[config.mk]
export PLATFORM = sky130hd
export DESIGN_NAME = cpu_mc
export DESIGN_NICKNAME = d
export VERILOG_FILES = /design/src/rtl/cpu_mc.sv
export SDC_FILE = /design/constraint.sdc
export NUM_CORES = 1
export LEC_CHECK = 0
export BUFFER_PORTS_ARGS = -buffer_cell sky130_fd_sc_hd__buf_2
export CORE_ASPECT_RATIO = 0.7
export CORE_UTILIZATION = 45
export CTS_BUF_LIST = sky130_fd_sc_hd__clkbuf_2
export DETAILED_ROUTE_END_ITERATION = 10
export GPL_TIMING_DRIVEN = 0
export MAX_ROUTING_LAYER = met4
export REMOVE_ABC_BUFFERS = 1
export SETUP_SLACK_MARGIN = 0.05
export SYNTH_ARGS = -nofsm -noshare
export SYNTH_HDL_FRONTEND = slang
export SYNTH_SLANG_ARGS = --single-unit
[constraint.sdc]
create_clock -name clk -period 4.5 [get_ports clk]
set_input_delay 0.225 -clock clk [delete_from_list [all_inputs] [get_ports clk]]
set_output_delay 0.225 -clock clk [all_outputs]
set_load 0.02 [all_outputs]
[src/rtl/cpu_mc.sv]
// Multi-cycle 16-register CPU: FETCH -> EXEC -> (MEM ->) FETCH, plus a terminal HALT.
// Separate request/acknowledge instruction and data buses; all state is reset synchronously.
module cpu_mc #(
  parameter int DATA_W = 16,
  parameter int ADDR_W = 16
) (
  input  logic              clk,
  input  logic              rst,
  output logic              i_req,
  output logic [ADDR_W-1:0] i_addr,
  input  logic [15:0]       i_data,
  input  logic              i_ack,
  output logic              d_req,
  output logic              d_we,
  output logic [ADDR_W-1:0] d_addr,
  output logic [DATA_W-1:0] d_wdata,
  input  logic [DATA_W-1:0] d_rdata,
  input  logic              d_ack,
  output logic              halted,
  output logic [7:0]        led
);

  typedef enum logic [1:0] {S_FETCH, S_EXEC, S_MEM, S_HALT} state_t;

  typedef enum logic [3:0] {
    OP_NOP, OP_ADD, OP_SUB, OP_AND, OP_OR,  OP_XOR, OP_SHL, OP_SHR,
    OP_LDI, OP_LD,  OP_ST,  OP_CMP, OP_JMP, OP_BZ,  OP_BLT, OP_HALT
  } op_t;

  state_t            state, state_nxt;
  logic [DATA_W-1:0] regs [16];
  logic [ADDR_W-1:0] pc;
  logic [15:0]       ir;
  logic              flag_z, flag_c;

  op_t               op;
  logic [3:0]        rd, ra, rb;
  logic [DATA_W-1:0] va, vb, alu_y;
  logic              alu_wr, jump_taken;

  assign op = op_t'(ir[15:12]);
  assign rd = ir[11:8];
  assign ra = ir[7:4];
  assign rb = ir[3:0];
  assign va = regs[ra];
  assign vb = regs[rb];

  // State register
  always_ff @(posedge clk) begin
    if (rst) state <= S_FETCH;
    else     state <= state_nxt;
  end

  // Next-state logic
  always_comb begin
    state_nxt = state;
    unique case (state)
      S_FETCH: if (i_ack) state_nxt = S_EXEC;
      S_EXEC: begin
        if (op == OP_LD || op == OP_ST) state_nxt = S_MEM;
        else if (op == OP_HALT)         state_nxt = S_HALT;
        else                            state_nxt = S_FETCH;
      end
      S_MEM:   if (d_ack) state_nxt = S_FETCH;
      S_HALT:  state_nxt = S_HALT;
      default: state_nxt = S_FETCH;
    endcase
  end

  // Bus strobes; forced low while rst is held so an aborted access vanishes immediately
  always_comb begin
    i_req  = 1'b0;
    d_req  = 1'b0;
    d_we   = 1'b0;
    halted = 1'b0;
    if (!rst) begin
      unique case (state)
        S_FETCH: i_req = 1'b1;
        S_MEM: begin
          d_req = 1'b1;
          d_we  = (op == OP_ST);
        end
        S_HALT:  halted = 1'b1;
        default: ;
      endcase
    end
  end

  // Address/data come straight from PC and the register file, which are frozen while waiting
  assign i_addr  = pc;
  assign d_addr  = va[ADDR_W-1:0];
  assign d_wdata = vb;
  assign led     = rst ? 8'h00 : regs[1][7:0];

  // NOTE: every variable assigned in a combinational block gets a default first; otherwise latches are inferred.
  always_comb begin
    alu_y  = '0;
    alu_wr = 1'b1;
    unique case (op)
      OP_ADD:  alu_y = va + vb;
      OP_SUB:  alu_y = va - vb;
      OP_AND:  alu_y = va & vb;
      OP_OR:   alu_y = va | vb;
      OP_XOR:  alu_y = va ^ vb;
      OP_SHL:  alu_y = {va[DATA_W-2:0], 1'b0};
      OP_SHR:  alu_y = {1'b0, va[DATA_W-1:1]};
      OP_LDI:  alu_y = DATA_W'(ir[7:0]);
      default: alu_wr = 1'b0;
    endcase
  end

  assign jump_taken = (op == OP_JMP) || (op == OP_BZ && flag_z) || (op == OP_BLT && flag_c);

  // NOTE: sequential state uses non-blocking assignments so operands read this cycle are the old values.
  always_ff @(posedge clk) begin
    if (rst) begin
      pc     <= '0;
      ir     <= '0;
      flag_z <= 1'b0;
      flag_c <= 1'b0;
      // NOTE: the register file must power up as zeros, so it is reset explicitly rather than left as RAM.
      for (int i = 0; i < 16; i++) regs[i] <= '0;
    end else begin
      unique case (state)
        S_FETCH: begin
          if (i_ack) begin
            ir <= i_data;
            pc <= pc + ADDR_W'(1);
          end
        end
        S_EXEC: begin
          if (alu_wr) regs[rd] <= alu_y;
          if (op == OP_CMP) begin
            flag_z <= (va == vb);
            flag_c <= (va < vb);
          end
          // Taken branches overwrite the PC that FETCH already advanced
          if (jump_taken) pc <= va[ADDR_W-1:0];
        end
        S_MEM:   if (d_ack && op == OP_LD) regs[rd] <= d_rdata;
        default: ;
      endcase
    end
  end

endmodule

==> summary.txt, run 1 <==
Run status
  • Status: finished, violations left
  • Failing checks: max-capacitance violations, max-slew violations, negative setup slack

Placement
  • Port buffer count: 95
  • DP Worst Slack: -1.81 ns
  • RePlAce Congestion: about 1.0
  • Post-DP HPWL: 42.6 mm
  • Placed Instances: just over 2000

STA
  • RSZ-0062 raised after global routing: yes
  • Period minus WS final: ~4.6 ns
  • Pins Over Slew Limit: 36
  • Fmax: about 220 MHz
  • Worst Max-Slew Pin Slew: 1.55 ns
  • # setup viols final: 45
  • Final period utilization: 1.02
  • Worst hold slack: between 0.05 and 0.06 ns
  • Final Hold Fails: 0
  • Max-slew headroom: -0.0384
  • Worst setup margin: -0.100 ns
  • Clock skew: between 0.1 and 0.15 ns

Synth
  • Yosys cell types: 79
  • Post-synthesis register bit count: 300
  • Mapped cell area: 18100 um^2
  • Share of the synthesized area in the top cell type: 0.425
  • EDFF count, synth: 256
  • Async S/R FF share, synth: 0
  • Sequential-to-total area share from yosys stat: 0.473
  • Most instantiated library cell after synthesis: nor2_1
  • Area leader, netlist: edfxtp_1
  • Top FF cell, synth: edfxtp_1
  • Synth top area cells: edfxtp_1 (42%), mux4_2 (18%), nor2_1 (5.7%)
  • Mean Syn Cell Area: around 12 um^2
  • Post-synthesis cell count: roughly 1500
  • Yosys Warn Count: 0
  • Post-synth top cells: nor2_1 (273), edfxtp_1 (256), mux4_2 (148)

Worst setup path
  • Crit path DAT: roughly 5.2 ns
  • Crit Path Max Fanout: 30
  • Crit path kind: reg2reg
  • CP max stage delay: around 1.1 ns
  • Crit end category: flip-flop
  • Required @ worst endpoint: between 5 and 6 ns
  • CP max-delay cell: nand3_1
  • Crit-path cells: nand4b_1, nor4_4, a21o_1, nor2b_1, nand3_1, nand2b_4
  • Crit path launch type: flip-flop

Power and ir drop
  • Sw Ratio: 0.368
  • Internal: 4.75 mW
  • Power share of the sequential group: 0.428
  • Pwr/cell area: between 300 and 400 nW/um^2
  • Leakage Power: 7.76 nW
  • Combinational fraction of design power: 0.327
  • Part of the power in the clock network: 0.245
  • Psw: between 2 and 3 mW
  • Worst VDD drop: 0.202 mV

CTS
  • CTS tree: yes
  • Htree depth: 3
  • CTS Buf Count: 73
  • Clk buf depth: 3
  • Clock slew at reported path FFs: approximately 0.11 ns
  • Clk Latency, worst-skew pair: approximately 1.0 ns
  • Clock sink count: 300
  • Root buf cell: clkbuf_2

Job
  • Max cap viols: 3

Floorplanning
  • Core area: between 30000 and 40000 um^2
  • Die H: roughly 170 um
  • Row count: about 60
  • I/O Pins: 96
  • Die area: between 40000 and 50000 um^2
  • Initial cell density of the core: 0.456
  • DIE WIDTH: 242 um

Drt
  • DRT Pass-1 Iters: 6
  • Wire per inst: roughly 30 um
  • Final ANT Viol Nets: 0
  • Vias per inst: 6.60
  • Via Count: between 15000 and 20000
  • Final WL: 69.4 mm
  • Initial drt markers: approximately 2700
  • DRC errors left: 0

Hold path
  • Hold WC Path Type: in2reg

Finish
  • # fillers: 3372
  • Share of cells above drive strength 1: 0.358
  • Final non-filler cell total: between 2000 and 2500
  • Multi-input logic area: slightly below 10000 um^2
  • Area delta synth->final: 22.2%
  • Register area: around 8600 um^2
  • Fin nets: 1835

GRT
  • Number of antenna violations at the first check in global routing: 3
  • Largest net degree at the start of global routing: 65
  • Gr usage total: 0.340
  • First-pass GRT wire length: roughly 97 mm
  • GR Overflow Total: 0
  • Vias in the first global route: around 14000
## power groups by stage
stage / logic, mW / registers, mW / clock network, mW
2_1_floorplan: 1.11 / 3.28 / 0
3_3_place_gp: 1.65 / 3.35 / 0
3_5_place_dp: 1.70 / 3.30 / 0
4_1_cts: 2.07 / 3.21 / 1.84
5_1_grt: 2.55 / 3.23 / 1.99
6_report: 2.46 / 3.22 / 1.84
## layout make-up
cell class / instances / area share
Inverter: 53 / 0.00968
Sequential cell: 300 / 0.389
Multi-Input combinational cell: 1071 / 0.441
Antenna cell: 3 / 0.000340
Clock inverter: 23 / 0.00560
Clock buffer: 99 / 0.0224
Tap cell: 535 / 0.0303
Timing Repair Buffer: 248 / 0.102
## critical path, delay by kind of cell, from the launching register on
family,cells,cell delay [ns]
AND/OR/NAND/NOR,5,3.22
AO/OA/AOI/OAI,1,0.14
flip-flops,1,0.81
## sequential cells by signal, indices dropped and copies added, names as in the netlist, named ones only
name and flops:
state 2, ir 16, regs 256, flag_z 1, i_addr 16, flag_c 1
## cells by family (layout without fill, tap and decap cells)
kind of cell,Yosys count,count (layout),synth area share
adder cells (fa/ha/maj),52,52,0.0368
multiplexers,176,176,0.200
buffers and inverters,178,423,0.0416
XOR/XNOR,13,13,0.00629
AND/OR/NAND/NOR,546,546,0.137
AO/OA/AOI/OAI,284,284,0.105
other,0,3,0
flip-flops,300,300,0.473
## path summary, 6_finish.rpt
kind	start	end	slack, ns	depth (start not counted)
min	rst	flag_z$_SDFFE_PP0P_	0.05	2
min reg2reg	ir[3]$_SDFFE_PP0P_	flip-flop	0.45	2
max	ir[15]$_SDFFE_PP0P_	regs[3][8]$_SDFFCE_PN0P_	-0.10	6
max reg2reg	ir[15]$_SDFFE_PP0P_	regs[3][8]$_SDFFCE_PN0P_	-0.10	6
## routing by layer
layer  vias to the layer above  track usage  wire (um)
li1                       6316            -          -
met1                      7673        0.504      28800
met2                      1254        0.446      29000
met3                       140       0.0996       9980
met4                         0       0.0938       1580
met5                         -            -          0
## layout by cell type (no fill, tap or decap), types with 9 or more instances in the layout
| cell type | Yosys | final |
|---|---|---|
| edfxtp_1 | 256 | 256 |
| nor2_1 | 273 | 247 |
| mux4_2 | 148 | 148 |
| a21oi_1 | 112 | 101 |
| clkbuf_2 | 0 | 100 |
| buf_2 | 22 | 95 |
| nand2_1 | 94 | 89 |
| buf_4 | 7 | 63 |
| o21ai_0 | 52 | 46 |
| dlygate4sd3_1 | 0 | 42 |
| inv_1 | 52 | 39 |
| ha_1 | 50 | 34 |
| dfxtp_1 | 44 | 34 |
| nor3_1 | 33 | 29 |
| nor2b_1 | 26 | 24 |
| nor2_4 | 0 | 24 |
| buf_12 | 1 | 21 |
| nand3_1 | 23 | 19 |
| clkinv_1 | 1 | 18 |
| nand2b_4 | 0 | 16 |
| mux2i_1 | 21 | 15 |
| buf_6 | 2 | 13 |
| nand2b_1 | 28 | 12 |
| nor2_2 | 10 | 12 |
| xnor2_1 | 12 | 11 |
| ha_4 | 0 | 11 |
| nand4_1 | 9 | 9 |
## stage by stage
| step | util | power [mW] | TNS, ns | area [um^2] |
|---|---|---|---|---|
| 2_1_floorplan | - | 4.39 | -466.57 | 17500 |
| 3_3_place_gp | 0.471 | 5.00 | -1615.12 | 18700 |
| 3_5_place_dp | 0.477 | 5.00 | -406.62 | 18900 |
| 4_1_cts | 0.531 | 7.12 | -0.000501 | 21100 |
| 5_1_grt | 0.557 | 7.77 | -3.35 | 22100 |
| 6_report | 0.557 | 7.52 | -1.17 | 22100 |
## repair_timing
action                                  in CTS  in global routing
endpoints found under the hold margin      189                  0
gates cloned                                 3                  4
setup buffers                               51                 43
endpoints found under the setup margin     481                347
hold buffers                                42                  0
gates resized for setup                    101                138
pin swaps                                   18                 22
(Power assumes the default switching activity.)
==> inputs of run 2 (changes only) <==
Settings changed: BUFFER_PORTS_ARGS -buffer_cell sky130_fd_sc_hd__buf_2 to unset, CELL_PAD_IN_SITES_DETAIL_PLACEMENT set to 0, CELL_PAD_IN_SITES_GLOBAL_PLACEMENT set to 1, CORE_UTILIZATION 45 to 49, DONT_BUFFER_PORTS set to 1, PLACE_DENSITY_LB_ADDON set to 0.1.
==> run 2 against run 1 <==
Compared with the run above: the flow finishes with violations (max-capacitance violations, negative setup slack); global-route usage increased by 3.8 points; sequential power about the same; worst setup slack improved by 0.020 ns; critical path type unchanged.
==> summary.txt, run 2 (synthesis gave the netlist of run 1 again) <==
Run status
  • Status: finished, violations left
  • Failing checks: max-capacitance violations, negative setup slack

Drt
  • Metal1 wirelength: 28.3 mm (-1.6%)
  • Vias per inst: 6.76 (+2.5%)
  • Wire per inst: 31.2 um (+4.9%)
  • WL met2: 28.9 mm (-0.34%)
  • Routed length on met3: 9.37 mm (-6.1%)
  • Via Count: 14841 (-3.5%)
  • DRC errors left: 0 (unchanged)
  • Initial drt markers: 2411 (-12%)
  • Final WL: 68.5 mm (-1.3%)
  • DR top layer: met4
  • Final ANT Viol Nets: 0 (unchanged)
  • DRT Pass-1 Iters: 6 (unchanged)

Finish
  • Fin area: 21700 um^2 (-2.0%)
  • Max FFs per register: 256 (unchanged)
  • Biggest register: regs
  • Commonest non-fill, non-tap cells in the layout: nor2_1 (269), edfxtp_1 (256), mux4_2 (148)
  • Area delta synth->final: 19.7%
  • Share of cells above drive strength 1: 0.312 (-0.0463)
  • Utilization after layout: 0.599 (+0.0423)
  • Fin nets: 1738 (-5.3%)
  • Commonest non-fill, non-tap cell in the layout: nor2_1

Power and ir drop
  • Combinational fraction of design power: 0.310 (-0.017)
  • Power share of the sequential group: 0.424 (-0.004)
  • Post-layout power: 7.59 mW (+1.0%)
  • Sw Ratio: 0.361 (-0.00705)
  • Psw: 2.74 mW (-0.90%)
  • Worst VDD drop: 0.189 mV (-6.0%)
  • Internal: 4.85 mW (+2.2%)
  • Pwr/cell area: 351 nW/um^2 (+3.1%)
  • Leakage Power: 7.40 nW (-4.7%)
  • Part of the power in the clock network: 0.267 (+0.022)

CTS
  • Clk Latency, worst-skew pair: 1.02 ns (about the same)
  • Clock slew at reported path FFs: 0.11 ns (about the same)
  • Clock sink count: 300 (unchanged)
  • Clk buf depth: 3 (unchanged)
  • Root buf cell: clkbuf_2
  • CTS Buf Count: 77 (+5.5%)
  • CTS tree: yes
  • Htree depth: 3 (unchanged)

GRT
  • GR Overflow Total: 0 (unchanged)
  • Number of antenna violations at the first check in global routing: 1 (-2)
  • First-pass GRT wire length: 97.8 mm (+1.0%)
  • Vias in the first global route: 13995 (-0.043%)
  • Gr usage total: 0.378 (+0.0377)
  • Largest net degree at the start of global routing: 50 (-23%)

Worst setup path
  • Setup slack, reg-to-reg: -0.08 ns (+0.02 ns)
  • Worst R2R End: regs[11][12]$_SDFFCE_PN0P_
  • Crit path DAT: 5.28 ns (+0.12 ns)
  • R2R depth: 16 (+10)
  • Crit path launch type: flip-flop
  • Crit Path Max Fanout: 8 (-73%)
  • Crit end category: flip-flop
  • Crit path kind: reg2reg
  • Required @ worst endpoint: 5.20 ns (+0.14 ns)

Floorplanning
  • Die H: 163 um (-4.1%)
  • Core area: 36100 um^2 (-8.9%)
  • I/O Pins: 96 (unchanged)
  • Row count: 58 (-4.9%)
  • Die area: 37700 um^2 (-8.1%)
  • DIE WIDTH: 232 um (-4.1%)
  • Initial cell density of the core: 0.501 (+0.0448)

STA
  • Worst setup margin: -0.0800 ns (+0.0201 ns)
  • RSZ-0062 raised after global routing: yes
  • Final Hold Fails: 0 (unchanged)
  • Clock skew: 0.0912 ns (-0.0208 ns)
  • Period minus WS final: 4.58 ns (-0.0201 ns)
  • Fmax: 218 MHz (+0.44%)
  • Max-slew headroom: 0.00931 (+0.0477)
  • Pins Over Slew Limit: 0 (-100%)
  • Worst Max-Slew Pin Slew: 1.48 ns (-0.0716 ns)
  • Final period utilization: 1.02 (-0.00446)
  • # setup viols final: 38 (-16%)

Placement
  • Port buffer count: 0 (-100%)
  • Post-DP HPWL: 41.3 mm (-3.1%)
  • Post-place instance area: 18500 um^2 (-2.6%)
  • DP Worst Slack: -1.58 ns (+0.227 ns)
  • RePlAce Congestion: 0.935 (-9.5%)

Hold path
  • WHS Endpoint: regs[11][13]$_SDFFCE_PN0P_
  • Hold path depth: 6 (+4)
  • Min-delay src: d_rdata[13]
  • Hold WC Path Type: in2reg

Job
  • Max cap viols: 1 (-2)
[run 2: cell types whose count changed in the layout (fill, tap and decap cells not counted), sizes merged]
| cell | before | now |
|---|---|---|
| inv | 53 | 52 |
| bufbuf | 1 | 5 |
| buf | 200 | 86 |
| bufinv | 1 | 2 |
| clkbuf | 104 | 112 |
| clkinvlp | 1 | 2 |
| clkinv | 21 | 26 |
| dlygate4sd3 | 42 | 55 |
[run 2: worst max path at each step]
stage,cells past startpoint,end,start
2_1_floorplan,11,regs[0][9]$_SDFFCE_PN0P_,flip-flop
3_3_place_gp,12,regs[10][15]$_SDFFCE_PN0P_,flip-flop
3_5_place_dp,12,regs[0][14]$_SDFFCE_PN0P_,flip-flop
4_1_cts,15,regs[0][12]$_SDFFCE_PN0P_,flip-flop
5_1_grt,16,regs[8][12]$_SDFFCE_PN0P_,flip-flop
6_report,16,regs[11][12]$_SDFFCE_PN0P_,flip-flop
[run 2: layout make-up]
class	count	area, um^2
fillers	2947	14500
flip-flops and latches	300	8590
diodes	3	7.51
well taps	480	601
clock inverters	29	174
clock buffers	111	556
inverters	53	205
repair buffers	147	1920
multi-input cells	1071	9610
[run 2: power by group through the flow]
stage	Clock [mW]	Sequential, mW	Combinational [mW]
6_report	2.02	3.22	2.35
5_1_grt	2.16	3.23	2.45
4_1_cts	2.02	3.21	2.09
3_5_place_dp	0	3.29	1.64
3_3_place_gp	0	3.36	1.57
2_1_floorplan	0	3.28	1.11
[run 2: per-layer routing]
layer | vias up | global-route usage
met2 | 1112 | 0.511
li1 | 6133 | -
met3 | 138 | 0.110
met4 | 0 | 0.112
met1 | 7458 | 0.547
met5 | - | -
[run 2: repair_timing]
action / 4_1_cts / 5_1_grt
gates resized for setup: 126 / 60
pin swaps: 20 / 17
setup buffers: 40 / 29
hold buffers: 55 / 1
hold endpoints to repair: 476 / 48
cloned: 8 / 1
endpoints found under the setup margin: 482 / 366
[run 2: critical path, stage by stage, from the launching register on]
cell and delay, ns:
dfxtp_4 0.43, buf_12 0.16, mux4_2 0.53, mux4_2 0.66, inv_2 0.16, ha_4 0.16, fa_2 0.27, o21bai_4 0.12
a2111oi_4 0.35, buf_4 0.22, nor3_4 0.05, a311oi_2 0.24, buf_4 0.18, xnor2_2 0.08, a221oi_4 0.40, clkbuf_16 0.22
nor2_1 0.04
[run 2: metrics by stage]
step,hold WS [ns],std cells,TNS [ns]
2_1_floorplan,0.294,1424,-466.57
3_3_place_gp,0.301,1904,-1673.96
3_5_place_dp,0.299,1917,-395.62
4_1_cts,0.00966,2160,0
5_1_grt,0.0527,2192,-6.41
6_report,0.0712,2194,-1.26
==> inputs of run 3 (changes only) <==
--- a/config.mk
+++ b/config.mk
@@ -19,2 +19,3 @@
 export SETUP_SLACK_MARGIN = 0.05
+export SKIP_LAST_GASP = 1
 export SYNTH_ARGS = -nofsm -noshare
==> constraint.sdc (replaced) <==
create_clock -name clk -period 4.5 [get_ports clk]
set_input_delay 0.45 -clock clk [delete_from_list [all_inputs] [get_ports clk]]
set_output_delay 0.45 -clock clk [all_outputs]
set_load 0.02 [all_outputs]
==> run 3 against run 2 <==
Compared with the run above: the run still ends with max-capacitance violations, negative setup slack left; final area up 1.5%; highest routed layer unchanged; largest cell class unchanged; critical path type unchanged; clock power about the same; combinational power up 7%; count of clock-buffer cells in the layout unchanged; worst setup slack worse by 0.060 ns.
==> summary.txt, run 3 (synthesis gave the netlist of run 1 again) <==
GRT
  • Vias in the first global route: 13908 (-0.62%)
  • Number of antenna violations at the first check in global routing: 4 (+3)
  • GR Overflow Total: 0 (unchanged)
  • Largest net degree at the start of global routing: 45 (-10%)
  • First-pass GRT wire length: 97.9 mm (about the same)
  • Gr usage total: 0.379 (+0.00135)

Worst setup path
  • Crit path depth: 8 (-8)
  • CP delay by family, top: simple AND/OR/NAND/NOR gates
  • Setup crit end: regs[12][11]$_SDFFCE_PN0P_
  • Reg-to-Reg Start: ir[15]$_SDFFE_PP0P_
  • Crit Path Max Fanout: 30 (+22)
  • Crit end category: flip-flop
  • Buffers & Inverters on Critical Path: 1 (-4)
  • CP startpoint: ir[15]$_SDFFE_PP0P_
  • Setup slack, reg-to-reg: -0.14 ns (-0.06 ns)
  • Worst R2R End: regs[12][11]$_SDFFCE_PN0P_
  • Crit path DAT: 5.30 ns (+0.02 ns)
  • Crit path kind: reg2reg
  • Required @ worst endpoint: 5.16 ns (-0.04 ns)
  • CP max-delay cell: nand2_1
  • Crit path launch type: flip-flop
  • R2R depth: 8 (-8)
  • Crit-path cells: nand4b_1, nor4_4, a21o_1, and2_1, nor2b_1, nand2_1, nand2b_2, buf_16
  • CP max stage delay: 0.90 ns (+0.24 ns)

Finish
  • Commonest non-fill, non-tap cell in the layout: edfxtp_1
  • Commonest non-fill, non-tap cells in the layout: edfxtp_1 (256), nor2_1 (247), mux4_2 (148)
  • Share of cells above drive strength 1: 0.345 (+0.0339)
  • Fin nets: 1738 (unchanged)
  • Biggest register: regs
  • Final non-filler cell total: 2195 (+0.046%)
  • Max FFs per register: 256 (unchanged)
  • Area delta synth->final: 21.4%
  • Utilization after layout: 0.608 (+0.00872)

Floorplanning
  • Row count: 58 (unchanged)
  • Core area: 36100 um^2 (unchanged)
  • Initial cell density of the core: 0.501 (unchanged)
  • Die H: 163 um (unchanged)
  • Die area: 37700 um^2 (unchanged)
  • DIE WIDTH: 232 um (unchanged)
  • I/O Pins: 96 (unchanged)

Drt
  • DRC errors left: 0 (unchanged)
  • DRT Pass-1 Iters: 8 (+2)
  • Wire per inst: 31.9 um (+2.3%)
  • Via Count: 15044 (+1.4%)
  • Vias per inst: 6.85 (+1.3%)
  • Final ANT Viol Nets: 0 (unchanged)
  • Final WL: 70.0 mm (+2.3%)
  • Initial drt markers: 2703 (+12%)

STA
  • RSZ-0062 raised after global routing: yes
  • Clock skew: 0.0844 ns (-0.00687 ns)
  • Period minus WS final: 4.64 ns (+0.0598 ns)
  • Fmax: 216 MHz (-1.3%)
  • # setup viols final: 92 (+140%)
  • Worst Max-Slew Pin Slew: 1.48 ns (+0.00216 ns)
  • Worst setup margin: -0.140 ns (-0.0598 ns)
  • Final period utilization: 1.03 (+0.0133)
  • Max-slew headroom: 0.00805 (-0.00126)
  • Final Hold Fails: 0 (unchanged)
  • Pins Over Slew Limit: 0 (unchanged)

Power and ir drop
  • Part of the power in the clock network: 0.262 (-0.005)
  • Pwr/cell area: 353 nW/um^2 (+0.73%)
  • Worst VDD drop: 0.190 mV (+0.45%)
  • Sw Ratio: 0.364 (+0.00285)
  • Psw: 2.82 mW (+3.0%)
  • Internal: 4.94 mW (+1.7%)
  • Combinational fraction of design power: 0.323 (+0.013)
  • Power share of the sequential group: 0.415 (-0.009)
  • Leakage Power: 7.49 nW (+1.3%)

Placement
  • Port buffer count: 0 (unchanged)
  • RePlAce Congestion: 0.935 (unchanged)
  • DP Worst Slack: -1.58 ns (unchanged)
  • Post-DP HPWL: 41.3 mm (unchanged)
  • Placed Instances: 1917 (unchanged)

CTS
  • Htree depth: 3 (unchanged)
  • Clock slew at reported path FFs: 0.12 ns (about the same)
  • CTS tree: yes
  • Clk buf depth: 3 (unchanged)
  • Clk Latency, worst-skew pair: 1.02 ns (about the same)
  • CTS Buf Count: 77 (unchanged)
  • Clock sink count: 300 (unchanged)
  • Root buf cell: clkbuf_2

Hold path
  • Hold WC Path Type: in2reg

Run status
  • Failing checks: max-capacitance violations, negative setup slack
  • Status: finished, violations left

Job
  • Max cap viols: 4 (+3)
-- run 3: cell count changes in the layout (fill, tap and decap cells not counted), sizes merged --
| cell | before | now |
|---|---|---|
| buf | 86 | 111 |
| bufbuf | 5 | 4 |
| clkbuf | 112 | 118 |
| clkinvlp | 2 | 3 |
| diode | 3 | 4 |
| dlygate4sd3 | 55 | 25 |
| inv | 52 | 51 |
-- run 3: per-layer routing --
layer | track usage | wire (um)
met1 | 0.545 | 29100
met2 | 0.507 | 29400
met3 | 0.118 | 9540
met4 | 0.119 | 2050
met5 | - | 0
-- run 3: final cells by class --
class	count	area, um^2
Multi-Input combinational cell	1071	9850
Fill cell	2920	14200
Sequential cell	300	8590
Clock inverter	29	174
Clock buffer	111	556
Antenna cell	4	10.0
Inverter	53	214
Timing Repair Buffer	147	1980
Tap cell	480	601
-- run 3: how the worst min path moves through the flow --
stage	start	end	slack [ns]	cells past startpoint
6_report	rst	regs[4][9]$_SDFFCE_PN0P_	0.05	1
5_1_grt	rst	regs[4][0]$_SDFFCE_PN0P_	-0.001	1
4_1_cts	rst	regs[5][0]$_SDFFCE_PN0P_	0.002	1
3_5_place_dp	flag_c$_SDFFE_PP0P_	flag_c$_SDFFE_PP0P_	0.45	2
3_3_place_gp	flag_c$_SDFFE_PP0P_	flag_c$_SDFFE_PP0P_	0.44	2
2_1_floorplan	flag_c$_SDFFE_PP0P_	flag_c$_SDFFE_PP0P_	0.43	2
-- run 3: worst reg2reg max path: stages, from the launching register on --
cell,delay (ns)
dfxtp_2,0.85
nand4b_1,0.26
nor4_4,0.49
a21o_1,0.16
and2_1,0.23
nor2b_1,0.34
nand2_1,0.90
nand2b_2,0.80
buf_16,0.23
-- run 3: repair_timing --
action / in CTS / in global routing
setup buffers: 40 / 56
hold buffers: 25 / 1
gates resized for setup: 117 / 134
pin swaps: 20 / 29
gates cloned: 8 / 7
endpoints found under the hold margin: 131 / 4
endpoints found under the setup margin: 483 / 386
-- run 3: per-stage QoR --
step	hold WS [ns]	setup TNS, ns	area (um^2)	power (mW)
6_report	0.0482	-4.49	22000	7.76
5_1_grt	-0.00126	-24.10	22000	8.00
4_1_cts	0.00157	-1.96	20800	7.30
3_5_place_dp	0.446	-395.62	18500	4.93
3_3_place_gp	0.443	-1681.16	18100	4.92
2_1_floorplan	0.426	-466.85	17500	4.39
-- run 3: power groups by stage --
| stage | logic [mW] | registers [mW] | clock network [mW] |
|---|---|---|---|
| after global placement | 1.57 | 3.36 | 0 |
| after CTS | 2.06 | 3.21 | 2.02 |
| after detailed placement | 1.64 | 3.29 | 0 |
| after global routing | 2.61 | 3.23 | 2.16 |
| final | 2.51 | 3.22 | 2.03 |
| after floorplan | 1.11 | 3.28 | 0 |
